<file path="config.mk">
export PLATFORM = sky130hd
export DESIGN_NAME = ring_grant_ctl
export DESIGN_NICKNAME = d
export VERILOG_FILES = /design/src/rtl/ring_grant_ctl_pkg.sv /design/src/rtl/ring_grant_ctl_rr_pick.sv /design/src/rtl/ring_grant_ctl.sv
export SDC_FILE = /design/constraint.sdc
export NUM_CORES = 1
export LEC_CHECK = 0
export CAP_MARGIN = 20
export CELL_PAD_IN_SITES_DETAIL_PLACEMENT = 1
export CELL_PAD_IN_SITES_GLOBAL_PLACEMENT = 2
export CORE_MARGIN = 2
export CORE_UTILIZATION = 33
export CTS_BUF_LIST = sky130_fd_sc_hd__clkbuf_2 sky130_fd_sc_hd__clkbuf_4 sky130_fd_sc_hd__clkbuf_8
export DETAILED_ROUTE_END_ITERATION = 16
export GPL_ROUTABILITY_DRIVEN = 0
export PLACE_DENSITY_LB_ADDON = 0.1
export SLEW_MARGIN = 5
export SYNTH_ARGS = -nofsm -noshare
export SYNTH_HDL_FRONTEND = slang
export SYNTH_SLANG_ARGS = --single-unit
</file>
<file path="constraint.sdc">
create_clock -name clk -period 2.2 [get_ports clk]
set_clock_uncertainty 0.1 [all_clocks]
set_input_delay 0.22 -clock clk [delete_from_list [all_inputs] [get_ports clk]]
set_output_delay 0.22 -clock clk [all_outputs]
set_load 0.02 [all_outputs]
</file>
<file path="src/rtl/ring_grant_ctl_pkg.sv">
// Shared definitions for the ring grant controller: default port count,
// FSM state encoding and the index-width helper used for owner/pointer buses.
package ring_grant_ctl_pkg;

    localparam int RGC_NUM_PORTS = 4;

    typedef enum logic [1:0] {
        ST_IDLE  = 2'd0,
        ST_GRANT = 2'd1,
        ST_DRAIN = 2'd2
    } rgc_state_e;

    // Width of a port index; kept at least 1 so single-port builds stay legal.
    function automatic int rgc_idx_w(input int n);
        return (n > 1) ? $clog2(n) : 1;
    endfunction

endpackage

</file>
<file path="src/rtl/ring_grant_ctl_rr_pick.sv">
// Combinational round-robin search: first set request at or after the pointer,
// scanning upward with wrap-around.
module rr_pick
    import ring_grant_ctl_pkg::*;
#(
    parameter int NUM_PORTS = RGC_NUM_PORTS,
    localparam int OW = rgc_idx_w(NUM_PORTS)
) (
    input  logic [NUM_PORTS-1:0] req,
    input  logic [OW-1:0]        ptr,
    output logic [OW-1:0]        winner,
    output logic                 valid
);

    int idx;

    always_comb begin
        winner = '0;
        valid  = 1'b0;
        idx    = 0;
        for (int i = 0; i < NUM_PORTS; i++) begin
            idx = (int'(ptr) + i) % NUM_PORTS;
            if (!valid && req[idx[OW-1:0]]) begin
                valid  = 1'b1;
                winner = idx[OW-1:0];
            end
        end
    end

endmodule

</file>
<file path="src/rtl/ring_grant_ctl.sv">
// Ring bus grant controller: round-robin arbitration in IDLE, bounded-length
// grant with release/timeout, then a fixed idle gap before re-arbitrating.
module ring_grant_ctl
    import ring_grant_ctl_pkg::*;
#(
    parameter int NUM_PORTS = RGC_NUM_PORTS,
    parameter int MAX_HOLD  = 64,
    parameter int GAP_CYC   = 2,
    localparam int OW = rgc_idx_w(NUM_PORTS)
) (
    input  logic                 clk,
    input  logic                 reset,
    input  logic [NUM_PORTS-1:0] rarb_req,
    input  logic [NUM_PORTS-1:0] rarb_rel,
    output logic [NUM_PORTS-1:0] rarb_ack,
    output logic [OW-1:0]        rarb_owner,
    output logic                 rarb_busy,
    output logic                 rarb_tmo
);

    localparam int HW = rgc_idx_w(MAX_HOLD);
    localparam int GW = rgc_idx_w(GAP_CYC);

    rgc_state_e           state_q, state_d;
    logic [OW-1:0]        owner_q, owner_d;
    logic [OW-1:0]        rr_q, rr_d;
    logic [NUM_PORTS-1:0] ack_q, ack_d;
    logic [HW-1:0]        hold_q, hold_d;
    logic [GW-1:0]        gap_q, gap_d;
    logic                 busy_q, busy_d;
    logic                 tmo_q, tmo_d;
    logic                 grant_end;
    logic [OW-1:0]        pick_idx;
    logic                 pick_vld;

    rr_pick #(.NUM_PORTS(NUM_PORTS)) u_rr_pick (
        .req    (rarb_req),
        .ptr    (rr_q),
        .winner (pick_idx),
        .valid  (pick_vld)
    );

    always_ff @(posedge clk or negedge reset) begin
        if (!reset) begin
            state_q <= ST_IDLE;
            owner_q <= '0;
            rr_q    <= '0;
            ack_q   <= '0;
            hold_q  <= '0;
            gap_q   <= '0;
            busy_q  <= 1'b0;
            tmo_q   <= 1'b0;
        end else begin
            state_q <= state_d;
            owner_q <= owner_d;
            rr_q    <= rr_d;
            ack_q   <= ack_d;
            hold_q  <= hold_d;
            gap_q   <= gap_d;
            busy_q  <= busy_d;
            tmo_q   <= tmo_d;
        end
    end

    always_comb begin
        state_d   = state_q;
        owner_d   = owner_q;
        rr_d      = rr_q;
        ack_d     = ack_q;
        hold_d    = hold_q;
        gap_d     = gap_q;
        tmo_d     = 1'b0;
        grant_end = 1'b0;

        unique case (state_q)
            ST_IDLE: begin
                if (pick_vld) begin
                    state_d = ST_GRANT;
                    owner_d = pick_idx;
                    ack_d   = NUM_PORTS'(1) << pick_idx;
                    hold_d  = '0;
                end
            end
            ST_GRANT: begin
                // Release has priority over a timeout landing in the same cycle.
                if (rarb_rel[owner_q] || !rarb_req[owner_q]) begin
                    grant_end = 1'b1;
                end else if (hold_q == HW'(MAX_HOLD - 1)) begin
                    grant_end = 1'b1;
                    tmo_d     = 1'b1;
                end else begin
                    hold_d = hold_q + 1'b1;
                end
            end
            ST_DRAIN: begin
                if (gap_q == GW'(GAP_CYC - 1)) begin
                    state_d = ST_IDLE;
                    gap_d   = '0;
                end else begin
                    gap_d = gap_q + 1'b1;
                end
            end
            default: state_d = ST_IDLE;
        endcase

        if (grant_end) begin
            ack_d   = '0;
            hold_d  = '0;
            gap_d   = '0;
            rr_d    = (owner_q == OW'(NUM_PORTS - 1)) ? '0 : owner_q + 1'b1;
            state_d = (GAP_CYC == 0) ? ST_IDLE : ST_DRAIN;
        end

        busy_d = (state_d != ST_IDLE);
    end

    assign rarb_ack   = ack_q;
    assign rarb_owner = owner_q;
    assign rarb_busy  = busy_q;
    assign rarb_tmo   = tmo_q;

endmodule

</file>
==> metrics.md <==
| Metric | Value |
|---|---|
| Power Dens Cells | 1170 nW/um^2 |
| DRT iter0 DRCs | 22 |
| Worst vdd ir | 0.634 mV |
| DRC Markers | 0 |
| DP HPWL | 1860 um |
| Io pins | 18 |
| Synthesis warning total | 0 |
| Sequential fraction of the synthesis area | 47.6% |
| Final Hold Fails | 0 |
| Syn avg cell area | 9.80 sq um |
| CTS tree | built |
| Fin. max-slew vios | 0 |
| Number of global-route vias before repair | 897 |
| Max-cap viol count | 0 |
| Finished Cell Area | 1290 sq um |
| Commonest cells after routing, fill and taps aside | 19 x dfrtp_1, 17 x clkdlybuf4s50_1, 15 x nand2_1, 10 x nor2_1, 9 x buf_4 |
| Mapped Nets | 114 |
| Layout cells sized above 1 | 15.3% |
| Unrepaired setup endpoints after global routing | false |
| Drt pass-1 iters | 2 |
| Critical path launch point type | input port |
| Crit-path slowest cell | mux4_2 |
| Drt via density | 5.22 |
| CP Data Required Time | 2.29 ns |
| Std cell rows | 19 |
| CORE AREA | 2830 sq um |
| Vias | 845 |
| PortBufs | 17 |
| Final #Nets | 144 |
| Most common cell after layout, fill and taps aside | dfrtp_1 |
| Fin util | 45.8% |
| Crit path kind | input port to flip-flop |
| Setup TNS Final | 0 ns |
| Final WS setup | 0.367 ns |
| Placed Area | 1260 sq um |
| DRT Wirelength | 2310 um |
| Initial antenna violation count | 0 |
| Post-Syn Area | 1000 sq um |
| GRT Total Usage | 15.8% |
| Pin count of the biggest net entering global routing | 20 |
| Crit. Startpoint | rarb_req[1] |
| Setup bufs post-CTS | 0 |
| Synth unique cells | 30 |
| Post-synthesis instance total | 102 |
| CP Capture Type | flip-flop |
| Worst Tran Pin Value | 0.389 ns |
| Fmax | 0.546 GHz |
| Crit-path cells | clkdlybuf4s50_1 -> nor2b_1 -> mux4_2 -> a21boi_4 -> mux2_4 |
| Area delta synth->final | 29.5% |
| Leak | 0.594 nW |
| Overflow after GRT | 0 |
| Die ar. | 3490 sq um |
| Status | complete, no violations |
| PostCTS Resize Cnt | 0 |
| H-Tree Depth | 1 |
| Max_slew headroom | 73.8% |
| Clk pin slew, worst setup/hold paths | 0.10 ns |
| First-pass GRT wire length | 4170 um |
| Die height | 59.0 um |
| Final ANT Viol Nets | 0 |
| Reg-to-reg startpoint | rarb_owner[1]$_DFFE_PN0P_ |
| Clock buffer depth | 2 |
| CTS root buffer | clkbuf_4 |
| Initial Util | 35.3% |
| CP max FO | 5 |
| Hold-fix buffers, CTS | 0 |
| Pre-CTS setup slack | 0.0455 ns |
| WL/cell | 14.3 um |
| Worst EP arrival | 1.92 ns |
| Clk_lat worst skew | 0.29 ns |
| Min Tclk post-route | 1.83 ns |
| Period utilization | 83.3% |
| Pwr Total | 1.51 mW |
| CTS sink cnt | 19 |
| Diodes inserted | 0 |
| Chip width | 59.0 um |
| HP Class | input port to async pin |
| Setup violators final | 0 |
| Slowest stage delay, CP | 0.51 ns |
| Flops & latches, synth | 19 |
| Total CTS buffers | 3 |
==> stage by stage <==
step / hold slack, ns / std cells
after global routing: 0.144 / 162
after global placement: 0.387 / 158
after detailed placement: 0.389 / 158
after floorplan: -0.176 / 102
after CTS: 0.146 / 162
final: 0.150 / 162
==> state kept, by name (all words and copies together), names as in the netlist <==
signal	cells
rarb_ack	4
hold_q	6
state_q	2
rarb_owner	2
rr_q	2
rarb_busy	1
gap_q	1
rarb_tmo	1
==> report_power, final <==
group          leakage [nW]  internal (mW)  switching [mW]
combinational         0.328          0.380           0.374
sequential            0.247          0.456           0.112
clock                0.0184         0.0829           0.103
total                 0.594          0.920           0.589
==> cells by family (layout without fill, tap and decap cells) <==
group	Yosys count	count (layout)	synth area share (%)
and+or+nand+nor	48	48	24.4
AOI/OAI and AO/OA	24	24	17.1
DFF	19	19	47.6
buffers and inverters	5	34	2.63
muxes	4	4	5.76
adders and majority gates	2	2	2.50
==> path summary, 6_finish.rpt <==
kind / end / depth (start not counted) / slack [ns]
max in group asynchronous: rarb_owner[0]$_DFFE_PN0P_ / 2 / 1.64
min reg2reg: rarb_ack[3]$_DFFE_PN0P_ / 1 / 0.42
min in group clk: rarb_ack[3]$_DFFE_PN0P_ / 1 / 0.42
min: rr_q[0]$_DFFE_PN0N_ / 2 / 0.15
max: rr_q[1]$_DFFE_PN0N_ / 5 / 0.37
max reg2reg: rr_q[1]$_DFFE_PN0N_ / 3 / 0.44
==> metal layers <==
layer	global-route usage, %	share of wire, %
met5	0	0
met1	22.5	53
met2	24.6	45
met4	1.95	0
met3	4.59	2.5
==> worst max-delay path: cells and delay by family <==
kind	cells	cell delay, ns
compound gates	1	0.23
buf+inv	1	0.48
simple gates	1	0.16
mux	2	0.82
==> cells in the mapped netlist <==
cell,n,area (sq um)
or3_1,1,6.26
nor4b_1,1,8.76
buf_6,1,11.3
ha_1,2,25.0
nand3_1,4,20.0
and3_1,3,18.8
a21oi_1,7,35.0
nand2b_1,3,18.8
dfrtp_1,19,475
nor3_1,4,20.0
nor2b_1,4,25.0
o21ai_0,6,30.0
mux4_2,1,22.5
a21o_1,2,15.0
a32o_1,1,10.0
nor3b_2,1,12.5
o21bai_2,1,11.3
o21bai_1,1,7.51
a22o_1,2,17.5
nand2_1,15,56.3
or4_4,1,11.3
a21oi_2,1,8.76
inv_1,4,15.0
mux2_4,1,15.0
o2bb2ai_1,1,8.76
mux2i_1,2,20.0
a21boi_4,1,18.8
a211o_1,1,8.76
nor2_1,10,37.5
or3b_1,1,8.76
==> cell type report <==
cell class	count	area (sq um)
Inverter	4	15.0
Fill cell	337	1530
Sequential cell	19	475
Tap cell	31	38.8
Timing Repair Buffer	26	238
Clock buffer	4	30.0
Multi-Input combinational cell	78	498
(Power assumes the default switching activity.)
==> RTL edit, RTL diff (same settings) <==
Set the parameter `MAX_HOLD` to 96 (it was 64).
--- a/src/rtl/ring_grant_ctl.sv
+++ b/src/rtl/ring_grant_ctl.sv
@@ -4,7 +4,7 @@
     import ring_grant_ctl_pkg::*;
 #(
     parameter int NUM_PORTS = RGC_NUM_PORTS,
-    parameter int MAX_HOLD  = 64,
+    parameter int MAX_HOLD  = 96,
     parameter int GAP_CYC   = 2,
     localparam int OW = rgc_idx_w(NUM_PORTS)
 ) (
Check against the original RTL: no difference found for any inputs over 10 cycles, from zero or initial values and one cycle with reset low; that may be too few to reach the edited logic, so the function may still have changed.
==> RTL edit against the unedited design <==
  * Worst setup slack worse by 0.037 ns
  * Cell area up 10%
  * Clock power up 16%
  * Wire length up 17%
  * Combinational power up 11%
  * Total power up 9.4%
  * Sequential share of layout area down 1.7 points
  * Sequential power up 4.6%
  * Synthesized area up 9.8%
  * Count of clock-buffer cells in the layout unchanged
  * Critical path type unchanged
  * Utilization up 0.27 points
  * Highest routed layer is now met4
  * Sequential cell count up 1
  * Hold slack about the same
  * Synthesized cell count unchanged
==> RTL edit: results (changes against the unedited design) <==
NonClk Buf Share 17.16% (-1.2 points); met2 wire length 1244 um (+20%); Crit Reg-Reg Endpoint hold_q[3]$_DFFE_PN0P_; adder and majority gate portion of the synthesized area 2.281% (-0.22 points); CTS clk-pin slew, worst paths 0.12 ns (+0.02 ns); DRT met1 WL 1381 um (+13%); final net count 145 (+0.69%); met1 Usage GRT 23.26% (+0.76 points); slowest cell on the critical path clkdlybuf4s50_1; CP startpoint rarb_req[0]; met3 usage 3.151% (-1.4 points); final instance area 1429 sq um (+10%); DR WL met3 68 um (+17%); bufs w/o clock 27 (+3.8%); biggest cell delay along the critical path 0.47 ns (-0.04 ns); max FFs per register 7 (+1); Worst Path Max Fanout 9 (+4); Pre-antenna DRT Iters 4 (+2); Compound-Gate Fraction of Synth Area 19.61% (+2.5 points); maximum vdd drop 0.5793 mV (-8.7%); worst reg2reg setup slack 0.37 ns (-0.07 ns); final wirelength 2715 um (+17%); worst relative slew slack 66.87% (-7.0 points); Syn Area/Cell 10.76 sq um (+9.8%); Area contributors post-synth dfrtp_1 (46%), a22o_1 (4.8%), mux4_2 (4.1%), o21ai_0 (3.6%), nor2b_1 (3.4%); LEAKAGE 0.0006116 uW (+3.0%); gr usage total 16.99% (+1.2 points); dpl hpwl 2128 um (+14%); vias per cell 5.233 (+0.32%); fraction of area in registers 35.03% (-1.7 points); Core Util, Final 46.05% (+0.27 points); Clock-cell share 2.539% (+0.22 points); num sequential 20 (+1); Highest Signal Layer met4; Hold Slack 0.1500 ns (-0.0001000 ns); vias in the first global route 1,040 (+16%); worst reg-to-reg path cell count 5 (+2); worst reg2reg path startpoint hold_q[0]$_DFFE_PN0P_; nonclk inv count 3 (-1); Non-Filler Instances 176 (+8.6%); top post-synthesis cells by count dfrtp_1 (20), nand2_1 (9), o21ai_0 (8); share of cells above drive strength 1 20.45% (+5.2 points); largest net degree at the start of global routing 21 (+5.0%); outcome completed; CP delay by family, top buffers and inverters; Critical Path AT 1.97 ns (+0.05 ns); multi-input gate share of total cell area 40.63% (+2.2 points); global-route wire length before repair 4712 um (+13%); Initial DRC Count 60 (+170%); dpl ws -0.05727 ns (-0.1028 ns); mux cell area share after synthesis 8.780% (+3.0 points)
## RTL edit: changes by cell type after synthesis, moves of 3 or more
cell and change:
nand2_1 -6, and3_1 -3, a21oi_1 -7, a221o_1 +3, nor2_1 -8, nor4_1 +4, a22o_1 +4
## RTL edit: worst max path at each step
stage / cells past startpoint / endpoint
2_1_floorplan: 3 / rr_q[0]$_DFFE_PN0N_
3_3_place_gp: 6 / hold_q[5]$_DFFE_PN0P_
3_5_place_dp: 6 / hold_q[5]$_DFFE_PN0P_
4_1_cts: 6 / hold_q[5]$_DFFE_PN0P_
5_1_grt: 6 / rarb_ack[1]$_DFFE_PN0P_
6_report: 6 / hold_q[5]$_DFFE_PN0P_
## RTL edit: report_power, final
part           switching [uW]  internal, uW  leakage, uW  total, uW
registers                 112           484     0.000261        595
logic                     414           425     0.000330        839
clock network             115           101    0.0000210        216
